$ cat config.mk
export PLATFORM = sky130hd
export DESIGN_NAME = naive_bus_arbiter2_flat
export DESIGN_NICKNAME = d
export VERILOG_FILES = /design/src/rtl/naive_bus_arbiter2_if.sv /design/src/rtl/naive_bus_arbiter2.sv /design/src/flat_wrapper.sv
export SDC_FILE = /design/constraint.sdc
export NUM_CORES = 1
export LEC_CHECK = 0
export BUFFER_PORTS_ARGS = -buffer_cell sky130_fd_sc_hd__buf_2
export CORE_AREA = 2 2 164 166
export CTS_CLUSTER_SIZE = 25
export DETAILED_ROUTE_END_ITERATION = 7
export DIE_AREA = 0 0 166 168
export SYNTH_ARGS = -nofsm -noshare
export SYNTH_HDL_FRONTEND = slang
export SYNTH_SLANG_ARGS = --single-unit
$ cat constraint.sdc
create_clock -name clk -period 2.6 [get_ports clk]
set_input_delay 0.52 -clock clk [delete_from_list [all_inputs] [get_ports clk]]
set_output_delay 0.52 -clock clk [all_outputs]
set_load 0.05 [all_outputs]
$ cat src/rtl/naive_bus_arbiter2_if.sv
// naive_bus: split read/write request-grant bus shared by masters and slaves
interface naive_bus;
    logic        rd_req, rd_gnt, wr_req, wr_gnt;
    logic [3:0]  rd_be, wr_be;
    logic [31:0] rd_addr, rd_data, wr_addr, wr_data;
    modport master (output rd_req, rd_be, rd_addr, wr_req, wr_be, wr_addr, wr_data,
                    input rd_gnt, wr_gnt, rd_data);
    modport slave (input rd_req, rd_be, rd_addr, wr_req, wr_be, wr_addr, wr_data,
                   output rd_gnt, wr_gnt, rd_data);
endinterface

$ cat src/rtl/naive_bus_arbiter2.sv
// naive_bus_arbiter2: two-master to one-slave naive_bus arbiter with stall lock and burst guard
module naive_bus_arbiter2 #(
    parameter int FIXED_PRIO = 0,
    parameter int MAX_BURST  = 8
) (
    input  logic     clk,
    input  logic     rst,
    naive_bus.slave  m0,
    naive_bus.slave  m1,
    naive_bus.master s,
    output logic     o_owner,
    output logic     o_busy
);
    typedef enum logic {IDLE, LOCKED} state_t;
    localparam logic [7:0] MAX_B = 8'(MAX_BURST);
    state_t state, state_n;
    logic owner, sel, last_gnt, rd_owner, rd_valid;
    logic req0, req1, rd_fwd, wr_fwd, rd_grant, wr_grant;
    logic [7:0] burst_cnt;
    assign req0 = m0.rd_req | m0.wr_req;
    assign req1 = m1.rd_req | m1.wr_req;
    // A read and write raised together forward only the read; the write waits
    always_comb begin
        sel = (state == LOCKED || !(req0 || req1)) ? owner :
              (req0 && req1) ? ((FIXED_PRIO != 0 && burst_cnt < MAX_B) ? 1'b0 : ~last_gnt) : req1;
        rd_fwd = ~rst & (sel ? m1.rd_req : m0.rd_req);
        wr_fwd = ~rst & (sel ? m1.wr_req & ~m1.rd_req : m0.wr_req & ~m0.rd_req);
        rd_grant = rd_fwd & s.rd_gnt;
        wr_grant = wr_fwd & s.wr_gnt;
        state_n = ((rd_fwd & ~s.rd_gnt) | (wr_fwd & ~s.wr_gnt)) ? LOCKED : IDLE;
    end
    assign s.rd_req  = rd_fwd;
    assign s.wr_req  = wr_fwd;
    assign s.rd_addr = sel ? m1.rd_addr : m0.rd_addr;
    assign s.rd_be   = sel ? m1.rd_be   : m0.rd_be;
    assign s.wr_addr = sel ? m1.wr_addr : m0.wr_addr;
    assign s.wr_be   = sel ? m1.wr_be   : m0.wr_be;
    assign s.wr_data = sel ? m1.wr_data : m0.wr_data;
    assign m0.rd_gnt = rd_grant & ~sel;
    assign m1.rd_gnt = rd_grant & sel;
    assign m0.wr_gnt = wr_grant & ~sel;
    assign m1.wr_gnt = wr_grant & sel;
    // Read data follows the master granted last cycle, not the current owner
    assign m0.rd_data = (rd_valid && !rd_owner) ? s.rd_data : '0;
    assign m1.rd_data = (rd_valid && rd_owner) ? s.rd_data : '0;
    assign o_owner = owner;
    assign o_busy  = (state == LOCKED);
    always_ff @(posedge clk or posedge rst) begin
        if (rst) begin
            state     <= IDLE;
            owner     <= 1'b0;
            last_gnt  <= 1'b1;
            burst_cnt <= 8'd0;
            rd_owner  <= 1'b0;
            rd_valid  <= 1'b0;
        end else begin
            state    <= state_n;
            owner    <= sel;
            rd_valid <= rd_grant;
            if (rd_grant)
                rd_owner <= sel;
            if (rd_grant || wr_grant) begin
                last_gnt  <= sel;
                burst_cnt <= (sel != last_gnt) ? 8'd1 : burst_cnt + {7'd0, burst_cnt != 8'hFF};
            end
        end
    end
endmodule

$ cat src/flat_wrapper.sv
// flat-port wrapper written by rule: the top's interface ports become plain ports
module naive_bus_arbiter2_flat 
#(
    parameter int FIXED_PRIO = 0,
    parameter int MAX_BURST  = 8
)
  (clk, rst, o_owner, o_busy, m0_rd_req, m0_rd_be, m0_rd_addr, m0_wr_req, m0_wr_be, m0_wr_addr, m0_wr_data, m0_rd_gnt, m0_wr_gnt, m0_rd_data, m1_rd_req, m1_rd_be, m1_rd_addr, m1_wr_req, m1_wr_be, m1_wr_addr, m1_wr_data, m1_rd_gnt, m1_wr_gnt, m1_rd_data, s_rd_req, s_rd_be, s_rd_addr, s_wr_req, s_wr_be, s_wr_addr, s_wr_data, s_rd_gnt, s_wr_gnt, s_rd_data);
  naive_bus m0_i ();
  naive_bus m1_i ();
  naive_bus s_i ();
  input  logic clk;
  input  logic rst;
  output logic o_owner;
  output logic o_busy;
  input wire logic [$bits(m0_i.rd_req)-1:0] m0_rd_req;
  input wire logic [$bits(m0_i.rd_be)-1:0] m0_rd_be;
  input wire logic [$bits(m0_i.rd_addr)-1:0] m0_rd_addr;
  input wire logic [$bits(m0_i.wr_req)-1:0] m0_wr_req;
  input wire logic [$bits(m0_i.wr_be)-1:0] m0_wr_be;
  input wire logic [$bits(m0_i.wr_addr)-1:0] m0_wr_addr;
  input wire logic [$bits(m0_i.wr_data)-1:0] m0_wr_data;
  output wire logic [$bits(m0_i.rd_gnt)-1:0] m0_rd_gnt;
  output wire logic [$bits(m0_i.wr_gnt)-1:0] m0_wr_gnt;
  output wire logic [$bits(m0_i.rd_data)-1:0] m0_rd_data;
  input wire logic [$bits(m1_i.rd_req)-1:0] m1_rd_req;
  input wire logic [$bits(m1_i.rd_be)-1:0] m1_rd_be;
  input wire logic [$bits(m1_i.rd_addr)-1:0] m1_rd_addr;
  input wire logic [$bits(m1_i.wr_req)-1:0] m1_wr_req;
  input wire logic [$bits(m1_i.wr_be)-1:0] m1_wr_be;
  input wire logic [$bits(m1_i.wr_addr)-1:0] m1_wr_addr;
  input wire logic [$bits(m1_i.wr_data)-1:0] m1_wr_data;
  output wire logic [$bits(m1_i.rd_gnt)-1:0] m1_rd_gnt;
  output wire logic [$bits(m1_i.wr_gnt)-1:0] m1_wr_gnt;
  output wire logic [$bits(m1_i.rd_data)-1:0] m1_rd_data;
  output wire logic [$bits(s_i.rd_req)-1:0] s_rd_req;
  output wire logic [$bits(s_i.rd_be)-1:0] s_rd_be;
  output wire logic [$bits(s_i.rd_addr)-1:0] s_rd_addr;
  output wire logic [$bits(s_i.wr_req)-1:0] s_wr_req;
  output wire logic [$bits(s_i.wr_be)-1:0] s_wr_be;
  output wire logic [$bits(s_i.wr_addr)-1:0] s_wr_addr;
  output wire logic [$bits(s_i.wr_data)-1:0] s_wr_data;
  input wire logic [$bits(s_i.rd_gnt)-1:0] s_rd_gnt;
  input wire logic [$bits(s_i.wr_gnt)-1:0] s_wr_gnt;
  input wire logic [$bits(s_i.rd_data)-1:0] s_rd_data;
  assign m0_i.rd_req = m0_rd_req;
  assign m0_i.rd_be = m0_rd_be;
  assign m0_i.rd_addr = m0_rd_addr;
  assign m0_i.wr_req = m0_wr_req;
  assign m0_i.wr_be = m0_wr_be;
  assign m0_i.wr_addr = m0_wr_addr;
  assign m0_i.wr_data = m0_wr_data;
  assign m0_rd_gnt = m0_i.rd_gnt;
  assign m0_wr_gnt = m0_i.wr_gnt;
  assign m0_rd_data = m0_i.rd_data;
  assign m1_i.rd_req = m1_rd_req;
  assign m1_i.rd_be = m1_rd_be;
  assign m1_i.rd_addr = m1_rd_addr;
  assign m1_i.wr_req = m1_wr_req;
  assign m1_i.wr_be = m1_wr_be;
  assign m1_i.wr_addr = m1_wr_addr;
  assign m1_i.wr_data = m1_wr_data;
  assign m1_rd_gnt = m1_i.rd_gnt;
  assign m1_wr_gnt = m1_i.wr_gnt;
  assign m1_rd_data = m1_i.rd_data;
  assign s_rd_req = s_i.rd_req;
  assign s_rd_be = s_i.rd_be;
  assign s_rd_addr = s_i.rd_addr;
  assign s_wr_req = s_i.wr_req;
  assign s_wr_be = s_i.wr_be;
  assign s_wr_addr = s_i.wr_addr;
  assign s_wr_data = s_i.wr_data;
  assign s_i.rd_gnt = s_rd_gnt;
  assign s_i.wr_gnt = s_wr_gnt;
  assign s_i.rd_data = s_rd_data;
  naive_bus_arbiter2 #(.FIXED_PRIO(FIXED_PRIO), .MAX_BURST(MAX_BURST)) u_core (.clk(clk), .rst(rst), .m0(m0_i), .m1(m1_i), .s(s_i), .o_owner(o_owner), .o_busy(o_busy));
endmodule
Word-level counts from Yosys, hierarchy flattened
Cells that the tools add are included.
Widths: inputs -> output; s select.
{"block": "op_classes", "add_sub_neg": 0, "multipliers": 0, "div": 0, "n_lt_le_gt_ge": 0, "n_eq_ne": 0, "shifts": 0, "mux": 12, "n_bitwise": 22, "reduce_logical": 8}
{"operator": "$mux 32", "count": 5}
{"operator": "$and 1x1->1", "count": 12}
{"operator": "$mux 4", "count": 2}
{"operator": "$not 1->1", "count": 7}
{"operator": "$mux 1", "count": 5}
{"operator": "$logic_and 1x1->1", "count": 3}
{"operator": "$logic_or 1x1->1", "count": 3}
{"operator": "$or 1x1->1", "count": 3}
{"operator": "$logic_not 1->1", "count": 2}
{"block": "totals", "reg_bits": 5, "latch_bits": 0, "ramBits": 0, "romBits": 0, "inputBits": 248, "mem_count": 0}

Longest topological paths before layout
{"block": "depth", "ltp_word": 10, "depth_mapped": 6, "depth_no_buf": 4}

Worst setup path after synthesis
OpenSTA, ideal clock, no wires.
{"block": "synth_path", "path_type": "input-to-output", "from": "in m1_rd_req", "to": "out s_rd_req", "t_arrival_ns": 2.263, "setup_slack_ns": -0.183, "path_stages": 5, "n_path_buf": 2, "cell_sequence": "buf_2 o21ba_1 o32ai_4 buf_4 mux2i_1"}
{"block": "synth_between", "elab_chain_len": 7, "word_cells_on_any_way": 9, "classes_between": "mux: 3; bitwise: 2; reduce/logical: 4"}
{"item": "from (decl)", "line": "flat_wrapper.sv:25", "text": "input wire logic [$bits(m1_i.rd_req)-1:0] m1_rd_req;"}
{"item": "$or 1x1->1", "line": "naive_bus_arbiter2.sv:21", "text": "assign req1 = m1.rd_req | m1.wr_req;"}
{"item": "$logic_or 1x1->1", "line": "naive_bus_arbiter2.sv:24", "text": "sel = (state == LOCKED || !(req0 || req1)) ? owner :"}
{"item": "$logic_not 1->1", "line": "naive_bus_arbiter2.sv:24"}
{"item": "$logic_or 1x1->1", "line": "naive_bus_arbiter2.sv:24"}
{"item": "$mux 1", "line": "naive_bus_arbiter2.sv:24"}
{"item": "$mux 1 (*)", "line": "naive_bus_arbiter2.sv:26", "text": "rd_fwd = ~rst & (sel ? m1.rd_req : m0.rd_req);"}
{"item": "$and 1x1->1 (*)", "line": "naive_bus_arbiter2.sv:26"}
{"item": "to (decl)", "line": "flat_wrapper.sv:35", "text": "output wire logic [$bits(s_i.rd_req)-1:0] s_rd_req;"}
Every way passes the cells marked *; elsewhere a longest branch is shown, timed or not.

Final worst setup path
{"block": "layout_path", "from": "reg u_core.last_gnt", "to": "out s_wr_addr[6]"}
{"block": "layout_between", "elab_chain_len": 4}
{"item": "from (decl)", "line": "naive_bus_arbiter2.sv:17", "text": "logic owner, sel, last_gnt, rd_owner, rd_valid;"}
{"item": "from (signal assigned)", "line": "naive_bus_arbiter2.sv:63", "text": "last_gnt <= sel;"}
{"item": "$not 1->1", "line": "naive_bus_arbiter2.sv:25", "text": "(req0 && req1) ? ((FIXED_PRIO != 0 && burst_cnt < MAX_B) ? 1'b0 : ~last_gnt) : req1;"}
{"item": "$mux 1", "line": "naive_bus_arbiter2.sv:25"}
{"item": "$mux 1", "line": "naive_bus_arbiter2.sv:24"}
{"item": "$mux 32", "line": "naive_bus_arbiter2.sv:36", "text": "assign s.wr_addr = sel ? m1.wr_addr : m0.wr_addr;"}
{"item": "to (decl)", "line": "flat_wrapper.sv:40", "text": "output wire logic [$bits(s_i.wr_addr)-1:0] s_wr_addr;"}
No other way between the ends.

==> flow_summary.toml <==
[power]
p_leak_uw = 0.00361
p_switching_uw = 3110
clkPwrFrac_pct = 4.3
peakVddDrop_uv = 892
seqPwrFrac_pct = 2.2
p_per_area_nw_per_um2 = 941
p_int_uw = 2760
combinationalPowerShare_pct = 93.5
swShare_pct = 53.0

[yosys]
synth_flop_cell = "dfrtp_1"
syn_nets = 483
synth-xor-area-share_pct = 0
synth_cell_types = 29
yosys_warnings = 0
synth_mux_area_share_pct = 55.8
synth_fa_ha_area_share_pct = 0
synthArstFlopShare_pct = 100
synth_top_family_by_area = "multiplexers"
ys_ff_latch = 5
syn_inst = 235
yosysSeqAreaShare_pct = 5.81
synth-simple-area-share_pct = 24.5
synth_compound_area_share_pct = 3.80
synth_area_per_cell_um2 = 9.25
synth_edf_count = 0
netlist_area_um2 = 2170

[timing]
setup_violations = 106
finalCritPeriodShare_pct = 105
tightestPinTransition_ns = 0.341
skew_ns = 0.000721
fmax_mhz = 367
rsz0062_at_grt = "true"
slew_headroom_pct = 77.3
period_minus_slack_ns = 2.72
finalHoldViolCount = 0
drv_slew = 0
layout_setup_ws_ns = -0.125

[floorplanning]
core_um2 = 26400
start_util_pct = 8.25
pin_count = 424
die_w_um = 166
rows = 60
fp.dieH_um = 168
die-area_um2 = 27900

[setup_path]
crit_type = "flip-flop to output port"
end_kind = "output port"
path_cells = "o21ba_4 -> o32ai_4 -> buf_6 -> clkbuf_16 -> buf_6 -> mux2_1 -> buf_6"
cp_max_fo = 6
critPathLaunchType = "flip-flop"
r2r_slack_ns = 0.72
crit_slowest_cell = "dfstp_2"
worst-endpoint-arrival_ns = 2.20
worst-path-buf-inv = 4
required_ns = 2.08
cpPeakStageDelay_ns = 0.54
crit_family = "buffers and inverters"
crit_top_cell = "buf_6"

[finish]
postLayoutCoreUtil_pct = 23.7
n_antenna_cell = 0
final_cell_mix = "buf_2 (310), mux2_4 (91), buf_6 (90)"
drive_above_1_share_pct = 83.0
nets = 921
final_common_cell = "buf_2"
area_growth_pct = 187
nFillCells = 2839

[detailed_routing]
vias_per_cell = 3.63
first_pass_iters = 4
drtIter0Drc = 136
vias = 3673
wl_per_cell_um = 15.3
drcViolationCount = 0
drt-total-wl_um = 15500
ant_nets = 0

[clock_network]
cts_buffers = 3
insertion_delay_ns = 0.23
cts_root_buf = "clkbuf_16"
clk_path_buf_depth = 2
clock_sink_count = 5
clk_pin_slew_ns = 0.03
cts_hold_buf = 0
htreeDepth = 1
cts_tree = "built"

[global_routing]
grt_overflow = 0
grt_start_max_net_pins = 35
antenna_found_initial = 3
grt_pass1_wl_um = 19600
track_usage_pct = 8.77
grt_pass1_vias = 3409

[placement]
place_ws_ns = -0.0677
dp_hpwl_um = 11200
routabilityCongestion = 0.877
port_buffers = 423

[min_path]
min_path_type = "input port to asynchronous set/reset pin"

[outcome]
outcome = "finished with violations"
violations = "setup timing"

[run]
cap_violations = 0
[metrics by stage]
stage	cell area (um2)	cells	power, uW	TNS, ns	hold WS [ns]
after global routing	6240	1013	6060	-16.38	0.339
after floorplan	2180	235	3060	-0.0588	0.342
final	6240	1013	5870	-9.77	0.313
after detailed placement	4760	998	3910	-1.56	0.492
after CTS	5700	1006	5140	-7.43	0.317
after global placement	4760	998	3880	-0.576	0.491
[routing by layer]
metal	vias to the layer above	GRT usage [%]	wire [um]
li1	1728	-	-
met1	1713	12.1	6570
met2	210	14.3	7470
met3	16	2.21	1320
met4	6	0.870	81
met5	-	0	40
[final timing paths]
kind,start,to,depth (start not counted)
min,rst,u_core.o_owner$_DFF_PP0_,2
max in group asynchronous,rst,u_core.last_gnt$_DFFE_PP1P_,2
max reg2reg,u_core.last_gnt$_DFFE_PP1P_,u_core.rd_valid$_DFF_PP0_,7
min in group clk,u_core.last_gnt$_DFFE_PP1P_,u_core.last_gnt$_DFFE_PP1P_,3
max,u_core.last_gnt$_DFFE_PP1P_,s_wr_addr[6],7
min reg2reg,u_core.last_gnt$_DFFE_PP1P_,u_core.last_gnt$_DFFE_PP1P_,3
[timing repair]
action | 4_1_cts | 5_1_grt
resized for setup | 258 | 132
setup buffers | 3 | 4
setup endpoints to repair | 102 | 110
pin swaps | 1 | 2
cloned | 1 | 4
[cell families after synthesis]
family                 count (synthesis)
AND/OR/NAND/NOR                       87
flip-flops                             5
buffers and inverters                 26
multiplexers                         108
AO/OA/AOI/OAI                          9
[worst register-to-register path, delay by kind of cell (launching register included)]
kind | cells | cell delay (ns)
buf+inv | 4 | 0.60
flops | 1 | 0.54
compound gates | 2 | 0.48
mux | 1 | 0.18
[cell usage after synthesis (2+ instances only)]
| cell | instances | area [um2] |
|---|---|---|
| nor2_1 | 6 | 22.5 |
| clkbuf_1 | 10 | 37.5 |
| buf_4 | 2 | 15.0 |
| mux2_1 | 90 | 1010 |
| and2_1 | 32 | 200 |
| dfrtp_1 | 4 | 100 |
| nor3b_1 | 4 | 30.0 |
| inv_1 | 2 | 7.51 |
| o21ai_0 | 2 | 10.0 |
| nand3b_1 | 2 | 15.0 |
| mux2i_1 | 3 | 30.0 |
| mux2_2 | 15 | 169 |
| buf_8 | 10 | 150 |
| a21oi_1 | 2 | 10.0 |
| and3_1 | 32 | 200 |
| nand2_1 | 4 | 15.0 |
| nor2b_1 | 3 | 18.8 |
[area by class of cell]
cell class                      count  area [um2]  share of cell area (%)
Clock buffer                        4        78.8                    1.26
Inverter                            3        16.3                   0.261
Multi-Input combinational cell    204        2180                    34.9
Sequential cell                     5         126                    2.03
Tap cell                          341         427                    6.84
Timing Repair Buffer              456        3410                    54.7
[state kept, by name, summed over array words and instances, names as in the netlist]
name,cells
u_core.o_busy,1
u_core.o_owner,1
u_core.rd_valid,1
u_core.last_gnt,1
u_core.rd_owner,1
[power by group through the flow]
| stage | registers, uW | clock network (uW) | logic [uW] |
|---|---|---|---|
| 3_5_place_dp | 131 | 0 | 3780 |
| 6_report | 130 | 254 | 5490 |
| 4_1_cts | 132 | 259 | 4750 |
| 2_1_floorplan | 159 | 0 | 2900 |
| 3_3_place_gp | 132 | 0 | 3740 |
| 5_1_grt | 132 | 266 | 5660 |
Note: power is estimated with default switching activity, not from simulation.
